**config.mk**
```make
export PLATFORM = sky130hd
export DESIGN_NAME = iobuf_dir_ctrl_flat
export DESIGN_NICKNAME = d
export VERILOG_FILES = /design/src/rtl/iobuf_dir_if.sv /design/src/rtl/iobuf_dir_ctrl.sv /design/src/flat_wrapper.sv
export SDC_FILE = /design/constraint.sdc
export NUM_CORES = 1
export LEC_CHECK = 0
export ABC_CLOCK_PERIOD_IN_PS = 5300
export CAP_MARGIN = 20
export CORE_MARGIN = 3
export CORE_UTILIZATION = 31
export DETAILED_ROUTE_END_ITERATION = 8
export SYNTH_ARGS = -nofsm -noshare
export SYNTH_HDL_FRONTEND = slang
export SYNTH_SLANG_ARGS = --single-unit
```
**constraint.sdc**
```tcl
create_clock -name clk -period 5.3 [get_ports clk]
set_clock_uncertainty 0.05 [all_clocks]
set_input_delay 1.06 -clock clk [delete_from_list [all_inputs] [get_ports clk]]
set_output_delay 1.06 -clock clk [all_outputs]
set_load 0.03 [all_outputs]
```
**src/rtl/iobuf_dir_if.sv**
```systemverilog
// Request/grant/enable bundle between the io endpoints and the direction controller.
// master: endpoints driving requests; slave: controller driving grants, enables and dir.
interface iobuf_dir_if;
  logic req_a;
  logic req_b;
  logic gnt_a;
  logic gnt_b;
  logic oe_a;
  logic oe_b;
  logic dir;
  logic busy;

  modport master (
    output req_a,
    output req_b,
    input  gnt_a,
    input  gnt_b,
    input  oe_a,
    input  oe_b,
    input  dir,
    input  busy
  );

  modport slave (
    input  req_a,
    input  req_b,
    output gnt_a,
    output gnt_b,
    output oe_a,
    output oe_b,
    output dir,
    output busy
  );
endinterface

```
**src/rtl/iobuf_dir_ctrl.sv**
```systemverilog
// Half-duplex direction controller: arbitrates A/B drive requests with a dead gap.
// Ports: clk, rst (sync, high), io (slave: req_a/b in; gnt_a/b, oe_a/b, dir, busy out).
module iobuf_dir_ctrl #(
  parameter int TURN_CYC = 3,
  parameter int MIN_HOLD = 2,
  parameter int MAX_HOLD = 8,
  parameter int CNT_W    = 4
) (
  input  logic        clk,
  input  logic        rst,
  iobuf_dir_if.slave  io
);

  typedef enum logic [1:0] {
    IDLE,
    DRIVE_A,
    DRIVE_B,
    TURN
  } state_t;

  localparam logic [CNT_W-1:0] CMAX  = '1;
  localparam logic [CNT_W-1:0] ONE   = CNT_W'(1);
  localparam logic [CNT_W-1:0] TURNC = CNT_W'(TURN_CYC);
  localparam logic [CNT_W-1:0] MINH  = CNT_W'(MIN_HOLD);
  localparam logic [CNT_W-1:0] MAXH  = CNT_W'(MAX_HOLD);
  localparam logic             REVOK = (MAX_HOLD != 0);

  state_t           state_q;
  state_t           state_d;
  logic [CNT_W-1:0] hold_q;
  logic [CNT_W-1:0] hold_d;
  logic [CNT_W-1:0] turn_q;
  logic [CNT_W-1:0] turn_d;
  logic             last_a_q;
  logic             last_a_d;
  logic             dir_q;
  logic             dir_d;
  logic             gnt_a_q;
  logic             gnt_b_q;
  logic             busy_q;

  logic             win_a;
  logic             win_b;
  logic             own_req;
  logic             oth_req;
  logic             rel;
  logic [CNT_W-1:0] hold_inc;
  logic [CNT_W-1:0] turn_inc;

  // Tie goes to the side that did not own the line last.
  assign win_a = io.req_a & (~io.req_b | ~last_a_q);
  assign win_b = io.req_b & (~io.req_a |  last_a_q);

  assign hold_inc = (hold_q == CMAX) ? hold_q : hold_q + ONE;
  assign turn_inc = (turn_q == CMAX) ? turn_q : turn_q + ONE;

  always_comb begin
    own_req = 1'b0;
    oth_req = 1'b0;
    if (state_q == DRIVE_A) begin
      own_req = io.req_a;
      oth_req = io.req_b;
    end else if (state_q == DRIVE_B) begin
      own_req = io.req_b;
      oth_req = io.req_a;
    end
  end

  // Voluntary release honours MIN_HOLD; forced release needs a waiting peer.
  assign rel = (~own_req & (hold_q >= MINH))
             | (REVOK & oth_req & (hold_q >= MAXH));

  always_comb begin
    state_d  = state_q;
    hold_d   = hold_q;
    turn_d   = turn_q;
    last_a_d = last_a_q;
    dir_d    = dir_q;
    unique case (state_q)
      IDLE, TURN: begin
        if (state_q == TURN && turn_q < TURNC) begin
          turn_d = turn_inc;
        end else begin
          turn_d = '0;
          unique case (1'b1)
            win_a: begin
              state_d = DRIVE_A;
              hold_d  = ONE;
              dir_d   = 1'b1;
            end
            win_b: begin
              state_d = DRIVE_B;
              hold_d  = ONE;
              dir_d   = 1'b0;
            end
            default: begin
              state_d = IDLE;
              hold_d  = '0;
            end
          endcase
        end
      end
      DRIVE_A, DRIVE_B: begin
        if (rel) begin
          state_d  = TURN;
          turn_d   = ONE;
          hold_d   = '0;
          last_a_d = (state_q == DRIVE_A);
        end else begin
          hold_d = hold_inc;
        end
      end
      default: begin
        state_d = IDLE;
      end
    endcase
  end

  always_ff @(posedge clk) begin
    if (rst) begin
      state_q  <= IDLE;
      hold_q   <= '0;
      turn_q   <= '0;
      last_a_q <= 1'b0;
      dir_q    <= 1'b0;
      gnt_a_q  <= 1'b0;
      gnt_b_q  <= 1'b0;
      busy_q   <= 1'b0;
    end else begin
      state_q  <= state_d;
      hold_q   <= hold_d;
      turn_q   <= turn_d;
      last_a_q <= last_a_d;
      dir_q    <= dir_d;
      gnt_a_q  <= (state_d == DRIVE_A);
      gnt_b_q  <= (state_d == DRIVE_B);
      busy_q   <= (state_d != IDLE);
    end
  end

  // Enables share the grant flops so they can never disagree.
  assign io.gnt_a = gnt_a_q;
  assign io.gnt_b = gnt_b_q;
  assign io.oe_a  = gnt_a_q;
  assign io.oe_b  = gnt_b_q;
  assign io.dir   = dir_q;
  assign io.busy  = busy_q;

endmodule

```
**src/flat_wrapper.sv**
```systemverilog
// flat-port wrapper written by rule: the top's interface ports become plain ports
module iobuf_dir_ctrl_flat 
#(
  parameter int TURN_CYC = 3,
  parameter int MIN_HOLD = 2,
  parameter int MAX_HOLD = 8,
  parameter int CNT_W    = 4
)
  (clk, rst, io_req_a, io_req_b, io_gnt_a, io_gnt_b, io_oe_a, io_oe_b, io_dir, io_busy);
  iobuf_dir_if io_i ();
  input  logic clk;
  input  logic rst;
  input wire logic [$bits(io_i.req_a)-1:0] io_req_a;
  input wire logic [$bits(io_i.req_b)-1:0] io_req_b;
  output wire logic [$bits(io_i.gnt_a)-1:0] io_gnt_a;
  output wire logic [$bits(io_i.gnt_b)-1:0] io_gnt_b;
  output wire logic [$bits(io_i.oe_a)-1:0] io_oe_a;
  output wire logic [$bits(io_i.oe_b)-1:0] io_oe_b;
  output wire logic [$bits(io_i.dir)-1:0] io_dir;
  output wire logic [$bits(io_i.busy)-1:0] io_busy;
  assign io_i.req_a = io_req_a;
  assign io_i.req_b = io_req_b;
  assign io_gnt_a = io_i.gnt_a;
  assign io_gnt_b = io_i.gnt_b;
  assign io_oe_a = io_i.oe_a;
  assign io_oe_b = io_i.oe_b;
  assign io_dir = io_i.dir;
  assign io_busy = io_i.busy;
  iobuf_dir_ctrl #(.TURN_CYC(TURN_CYC), .MIN_HOLD(MIN_HOLD), .MAX_HOLD(MAX_HOLD), .CNT_W(CNT_W)) u_core (.clk(clk), .rst(rst), .io(io_i));
endmodule
```
==> impl_metrics.py, run 1 <==
metrics = {
    "synthesis": {
        "syn-num-nets": 100,
        "async_flop_share": 0,
        "synth-edff-count": 0,
        "synthCells": 90,
        "syn_area_per_cell_um2": 9.481,
        "synth-warning-count": 0,
        "yosysUniqueCellTypes": 40,
        "yosysSeqAreaShare": 0.3519,
        "netlist_area_um2": 853.3,
        "synth_flop_cell": "dfxtp_1",
        "synth.ff_latch_count": 15,
    },
    "grt": {
        "grt_pass1_vias": 631,
        "antenna_found_initial": 0,
        "grt_max_degree": 17,
        "grt_pass1_wl_um": 2732,
        "grt_overflow": 0,
        "groute.usage.overall": 0.1041,
    },
    "worst_setup_path": {
        "crit_required_ps": 5430,
        "cp_max_fo": 9,
        "criticalPathCategory": "primary input to flop",
        "critical_path.cell_chain": "clkdlybuf4s50_1 -> mux2_2 -> a32oi_4 -> a31oi_2 -> o221a_1",
        "timing.rr.start": "u_core.state_q[0]",
        "critPathBufInv": 1,
        "cpPeakStageDelay_ps": 510,
        "critPathTopFamily": "compound AO/OA/AOI/OAI gates",
        "r2r_cells": 6,
        "crit_slowest_cell": "clkdlybuf4s50_1",
        "r2r_end": "u_core.state_q[0]",
        "rrSetupSlack_ps": 3230,
        "endpoint_kind": "flop",
        "setup.worst_path.start_class": "primary input",
        "arrival_ps": 2600,
    },
    "cells_and_area": {
        "layout-drive-gt1-share": 0.1818,
        "layout.cells.most_common": "dfxtp_1",
        "antenna_cells": 0,
        "fillers": 266,
        "area_growth_pct": 15.10,
        "nets": 110,
        "fin_util": 0.3859,
        "layout_common_cells": "dfxtp_1, clkdlybuf4s50_1, inv_1, nand2_1, ha_1",
    },
    "sta": {
        "min_period_ps": 2466,
        "finalSetupViolations": 0,
        "maxSlewViolCount": 0,
        "post-route-period-util": 0.4653,
        "hold_viol_final": 0,
        "setup_tns_ps": 0,
        "clock.fmax_mhz": 405.5,
        "maxSlewHeadroom": 0.5956,
        "rsz0062_at_grt": "false",
        "max_slew.worst_pin.slew_ps": 604.6,
    },
    "worst_hold_path": {
        "whs_endpoint": "u_core.io.dir",
        "hold-path-cell-count": 2,
        "holdCritStartpoint": "u_core.io.dir",
        "hp-class": "flop to flop",
    },
    "clock_network": {
        "htreeDepth": 1,
        "cts_buffers": 3,
        "cts_setup_buffers": 0,
        "cts-resized-gates": 0,
        "cts-root-buf": "clkbuf_4",
        "clkSinkCount": 15,
        "clk_pin_slew_ps": 100,
        "worstSkewPairLatency_ps": 280,
        "cts_hold_buf": 0,
        "cts_tree": "built",
        "clock_path_buffers": 2,
    },
    "route": {
        "drc_errors": 0,
        "viasPerCell": 5.295,
        "detail-route-antenna-nets": 0,
        "wire_per_inst_um": 12.39,
        "dr.pass1.iters": 4,
        "vias": 683,
        "dr.first_iter.drc_count": 11,
        "wl_um": 1598,
    },
    "die": {
        "rows": 18,
        "die_w_um": 58.47,
        "fp.dieH_um": 58.47,
        "start_util": 0.3353,
        "dieArea_um2": 3418,
        "pin_count": 10,
        "core_area_um2": 2545,
    },
    "pwr": {
        "p_sw_frac": 0.4409,
        "pwr-share-comb": 0.521,
        "p_leak_nw": 0.3561,
        "power.internal_uw": 264.5,
        "power_frac_seq": 0.339,
        "net-switching-power_uw": 208.5,
        "p_per_area_nw_per_um2": 481.6,
        "peakVddDrop_mv": 0.2474,
        "clkPwrFrac": 0.140,
    },
    "flow_run": {
        "cap_violations": 0,
    },
    "status": {
        "outcome": "finished, final reports clean",
    },
    "place": {
        "gp_congestion": 0.7987,
        "io_buffers": 9,
        "hpwl_um": 1228,
    },
}
[how the worst max path moves through the flow]
stage,start,end,slack [ps],cells after the start
3_3_place_gp,io_req_b,u_core.hold_q[0],2570,5
5_1_grt,io_req_b,u_core.io.gnt_a,2730,5
4_1_cts,io_req_b,u_core.hold_q[1],2850,5
2_1_floorplan,io_req_b,u_core.hold_q[0],3160,4
3_5_place_dp,io_req_b,u_core.hold_q[1],2550,5
6_report,io_req_b,u_core.hold_q[0],2830,5
[area by class of cell]
type / count / area, um2 / area share
clock buffer: 3 / 22.52 / 0.02293
clock inverter: 1 / 5.005 / 0.005096
inverter: 7 / 26.28 / 0.02675
multi-input combinational: 64 / 500.5 / 0.5096
sequential: 15 / 300.3 / 0.3057
tap: 30 / 37.54 / 0.03822
timing repair buffer: 9 / 90.09 / 0.09172
[metal layers]
metal,track usage,wire [um],up-vias
met5,0,0,-
met4,0.04967,22,0
li1,-,-,355
met2,0.1659,751,11
met3,0.02632,55,2
met1,0.1305,768,315
[through the flow]
stage / setup slack, ps / total power [mW] / instance area (um2) / hold slack, ps / std cells
6_report: 2834 / 0.4730 / 982.2 / 411.0 / 129
5_1_grt: 2734 / 0.5167 / 982.2 / 434.3 / 129
4_1_cts: 2853 / 0.4795 / 982.2 / 415.8 / 129
3_5_place_dp: 2546 / 0.4122 / 954.7 / 401.1 / 125
3_3_place_gp: 2574 / 0.4106 / 954.7 / 401.5 / 125
2_1_floorplan: 3163 / 0.3540 / 853.3 / 398.6 / 90
[flip-flops by register name (all words and copies together) (netlist names)]
| signal | cells |
|---|---|
| u_core.hold_q | 4 |
| u_core.io.dir | 1 |
| u_core.io.gnt_a | 1 |
| u_core.io.busy | 1 |
| u_core.last_a_q | 1 |
| u_core.state_q | 2 |
| u_core.turn_q | 4 |
| u_core.io.gnt_b | 1 |
[tightest hold or removal path: stages, from the launching register on]
cell and delay (ps):
dfxtp_1 320, nand2_1 50, a21oi_1 50
[cell families (layout without fill, tap and decap cells)]
logic type | count (synthesis) | in the layout | synth area share
mux | 1 | 1 | 0.01320
fa+ha+maj | 6 | 6 | 0.08797
buf+inv | 11 | 20 | 0.06158
flops | 15 | 15 | 0.3519
simple gates | 32 | 32 | 0.2346
compound gates | 25 | 25 | 0.2508
[power by group through the flow]
| stage | Clock, mW | Combinational, mW | Sequential [mW] |
|---|---|---|---|
| after CTS | 0.0696 | 0.249 | 0.160 |
| after detailed placement | 0 | 0.249 | 0.163 |
| final | 0.0661 | 0.247 | 0.160 |
| after global placement | 0 | 0.248 | 0.163 |
| after floorplan | 0 | 0.173 | 0.181 |
| after global routing | 0.0753 | 0.276 | 0.165 |
[cells in the mapped netlist (all sizes together), types with 3 or more instances]
| master | n | area, um2 |
|---|---|---|
| buf | 3 | 22.52 |
| o21ai | 5 | 28.78 |
| inv | 7 | 26.28 |
| nor3 | 4 | 20.02 |
| a21oi | 5 | 28.78 |
| ha | 6 | 75.07 |
| nor2 | 6 | 25.03 |
| dfxtp | 15 | 300.3 |
| nand2 | 6 | 22.52 |
Power figures use the tool's default switching activity.
==> inputs of run 2 (changes only) <==
ABC_CLOCK_PERIOD_IN_PS = 2000   (was 5300)
clock period = 2 ns   (was 5.3 ns; I/O delays follow)
==> impl_metrics.py, run 2 (same netlist as run 1, synthesis figures left out) <==
metrics = {
    "worst_hold_path": {
        "hp-class": "flop to flop",
        "holdCritStartpoint": "u_core.io.dir",
        "whs_endpoint": "u_core.io.dir",
        "hold-path-cell-count": 2,
    },
    "worst_setup_path": {
        "cp_max_fo": 7,
        "crit_required_ps": 2140,
        "arrival_ps": 1970,
        "critPathTopFamily": "compound AO/OA/AOI/OAI gates",
        "r2r_cells": 6,
        "cp.depth": 6,
        "rrSetupSlack_ps": 170,
        "critical_path.cell_chain": "inv_1 -> ha_2 -> mux2_2 -> a32oi_4 -> a31oi_2 -> o221a_1",
        "cpPeakStageDelay_ps": 360,
        "endpoint_kind": "flop",
        "criticalPathCategory": "flop to flop",
        "critPathBufInv": 1,
        "timing.rr.start": "u_core.state_q[1]",
        "r2r_end": "u_core.hold_q[0]",
        "crit_slowest_cell": "dfxtp_2",
        "setup.worst_path.start_class": "flop",
    },
    "pwr": {
        "power_frac_seq": 0.322,
        "net-switching-power_uw": 582.6,
        "p_sw_frac": 0.4350,
        "p_leak_nw": 0.3881,
        "peakVddDrop_mv": 0.6884,
        "power.internal_uw": 756.8,
        "p_per_area_nw_per_um2": 1288,
        "pwr-share-comb": 0.543,
        "clkPwrFrac": 0.135,
    },
    "cells_and_area": {
        "instances_no_fill": 136,
        "fin_util": 0.4086,
        "layout-drive-gt1-share": 0.2642,
        "antenna_cells": 0,
        "fillers": 259,
        "layout.cells.most_common": "dfxtp_1",
        "reg_top3": "u_core.hold_q x4, u_core.turn_q x4, u_core.state_q x2",
        "area_growth_pct": 21.85,
        "layout_common_cells": "dfxtp_1, clkdlybuf4s50_1, inv_1, buf_4, nand2_1",
        "nets": 117,
    },
    "clock_network": {
        "clock_path_buffers": 2,
        "cts_tree": "built",
        "cts_buffers": 3,
        "clkSinkCount": 15,
        "worstSkewPairLatency_ps": 290,
        "cts-root-buf": "clkbuf_4",
        "htreeDepth": 1,
        "clk_pin_slew_ps": 100,
    },
    "die": {
        "dieArea_um2": 3418,
        "rows": 18,
        "fp.dieH_um": 58.47,
        "core_area_um2": 2545,
        "start_util": 0.3353,
        "pin_count": 10,
        "die_w_um": 58.47,
    },
    "sta": {
        "clock.fmax_mhz": 546.6,
        "maxSlewViolCount": 0,
        "fin_ws_ps": 170.6,
        "maxSlewHeadroom": 0.7144,
        "whs_ps": 410.3,
        "finalSetupViolations": 0,
        "hold_viol_final": 0,
        "max_slew.worst_pin.slew_ps": 427.3,
        "post-route-period-util": 0.9147,
        "rsz0062_at_grt": "false",
        "setup_tns_ps": 0,
        "min_period_ps": 1829,
    },
    "route": {
        "wl_um": 1801,
        "drc_errors": 0,
        "detail-route-antenna-nets": 0,
        "wire_per_inst_um": 13.24,
        "dr.first_iter.drc_count": 31,
        "viasPerCell": 5.419,
        "dr.pass1.iters": 4,
        "vias": 737,
    },
    "grt": {
        "antenna_found_initial": 0,
        "grt_pass1_wl_um": 3056,
        "grt_max_degree": 10,
        "groute.usage.overall": 0.1193,
        "grt_overflow": 0,
        "grt_pass1_vias": 684,
    },
    "place": {
        "gp_congestion": 0.8257,
        "io_buffers": 9,
        "place_ws_ps": 7.520,
        "hpwl_um": 1407,
        "post-place-cells": 132,
    },
    "status": {
        "outcome": "finished, final reports clean",
    },
    "flow_run": {
        "cap_violations": 0,
    },
}
[run 2: area by class of cell]
cell class | count | area [um2] | area share
inverters | 7 | 26.28 | 0.02527
well taps | 30 | 37.54 | 0.03610
flip-flops and latches | 15 | 302.8 | 0.2912
multi-input cells | 64 | 503.0 | 0.4838
clock inverters | 1 | 5.005 | 0.004813
repair buffers | 16 | 142.6 | 0.1372
clock buffers | 3 | 22.52 | 0.02166
[run 2: per-layer routing]
layer,vias to the layer above,wire length (um),track usage
met2,23,817,0.1866
met1,343,862,0.1497
met5,-,0,0
li1,365,-,-
met4,0,29,0.06954
met3,6,92,0.02632
[run 2: how the worst max path moves through the flow]
| stage | start | end | slack [ps] |
|---|---|---|---|
| floorplan | u_core.state_q[0] | u_core.hold_q[1] | 230 |
| global placement | io_req_b | u_core.hold_q[1] | 70 |
| detailed placement | io_req_b | u_core.hold_q[0] | 8 |
| CTS | u_core.state_q[1] | u_core.hold_q[0] | 100 |
| global route | u_core.state_q[1] | u_core.turn_q[3] | 6 |
| finish | u_core.state_q[1] | u_core.hold_q[0] | 170 |
[run 2: worst min-delay path, cell delays in order (launching register included)]
cell     delay (ps)
dfxtp_1         320
nand2_1          50
a21oi_1          50
[run 2: power by group through the flow]
stage	combinational [mW]	sequential, mW	clock, mW
after floorplan	0.458	0.480	0
final	0.727	0.432	0.180
after global placement	0.717	0.433	0
after detailed placement	0.725	0.434	0
after global routing	0.811	0.442	0.196
after CTS	0.728	0.427	0.183
[run 2: stage by stage]
step / instance area (um2) / power [mW]
5_1_grt: 1040 / 1.450
6_report: 1040 / 1.339
4_1_cts: 1035 / 1.338
3_3_place_gp: 1007 / 1.150
3_5_place_dp: 1007 / 1.159
2_1_floorplan: 853.3 / 0.9382
[run 2: repair_timing]
item | 4_1_cts | 5_1_grt
hold buffers | 0 | 0
setup buffers | 0 | 0
endpoints found under the setup margin | 0 | 8
gates resized for setup | 0 | 3
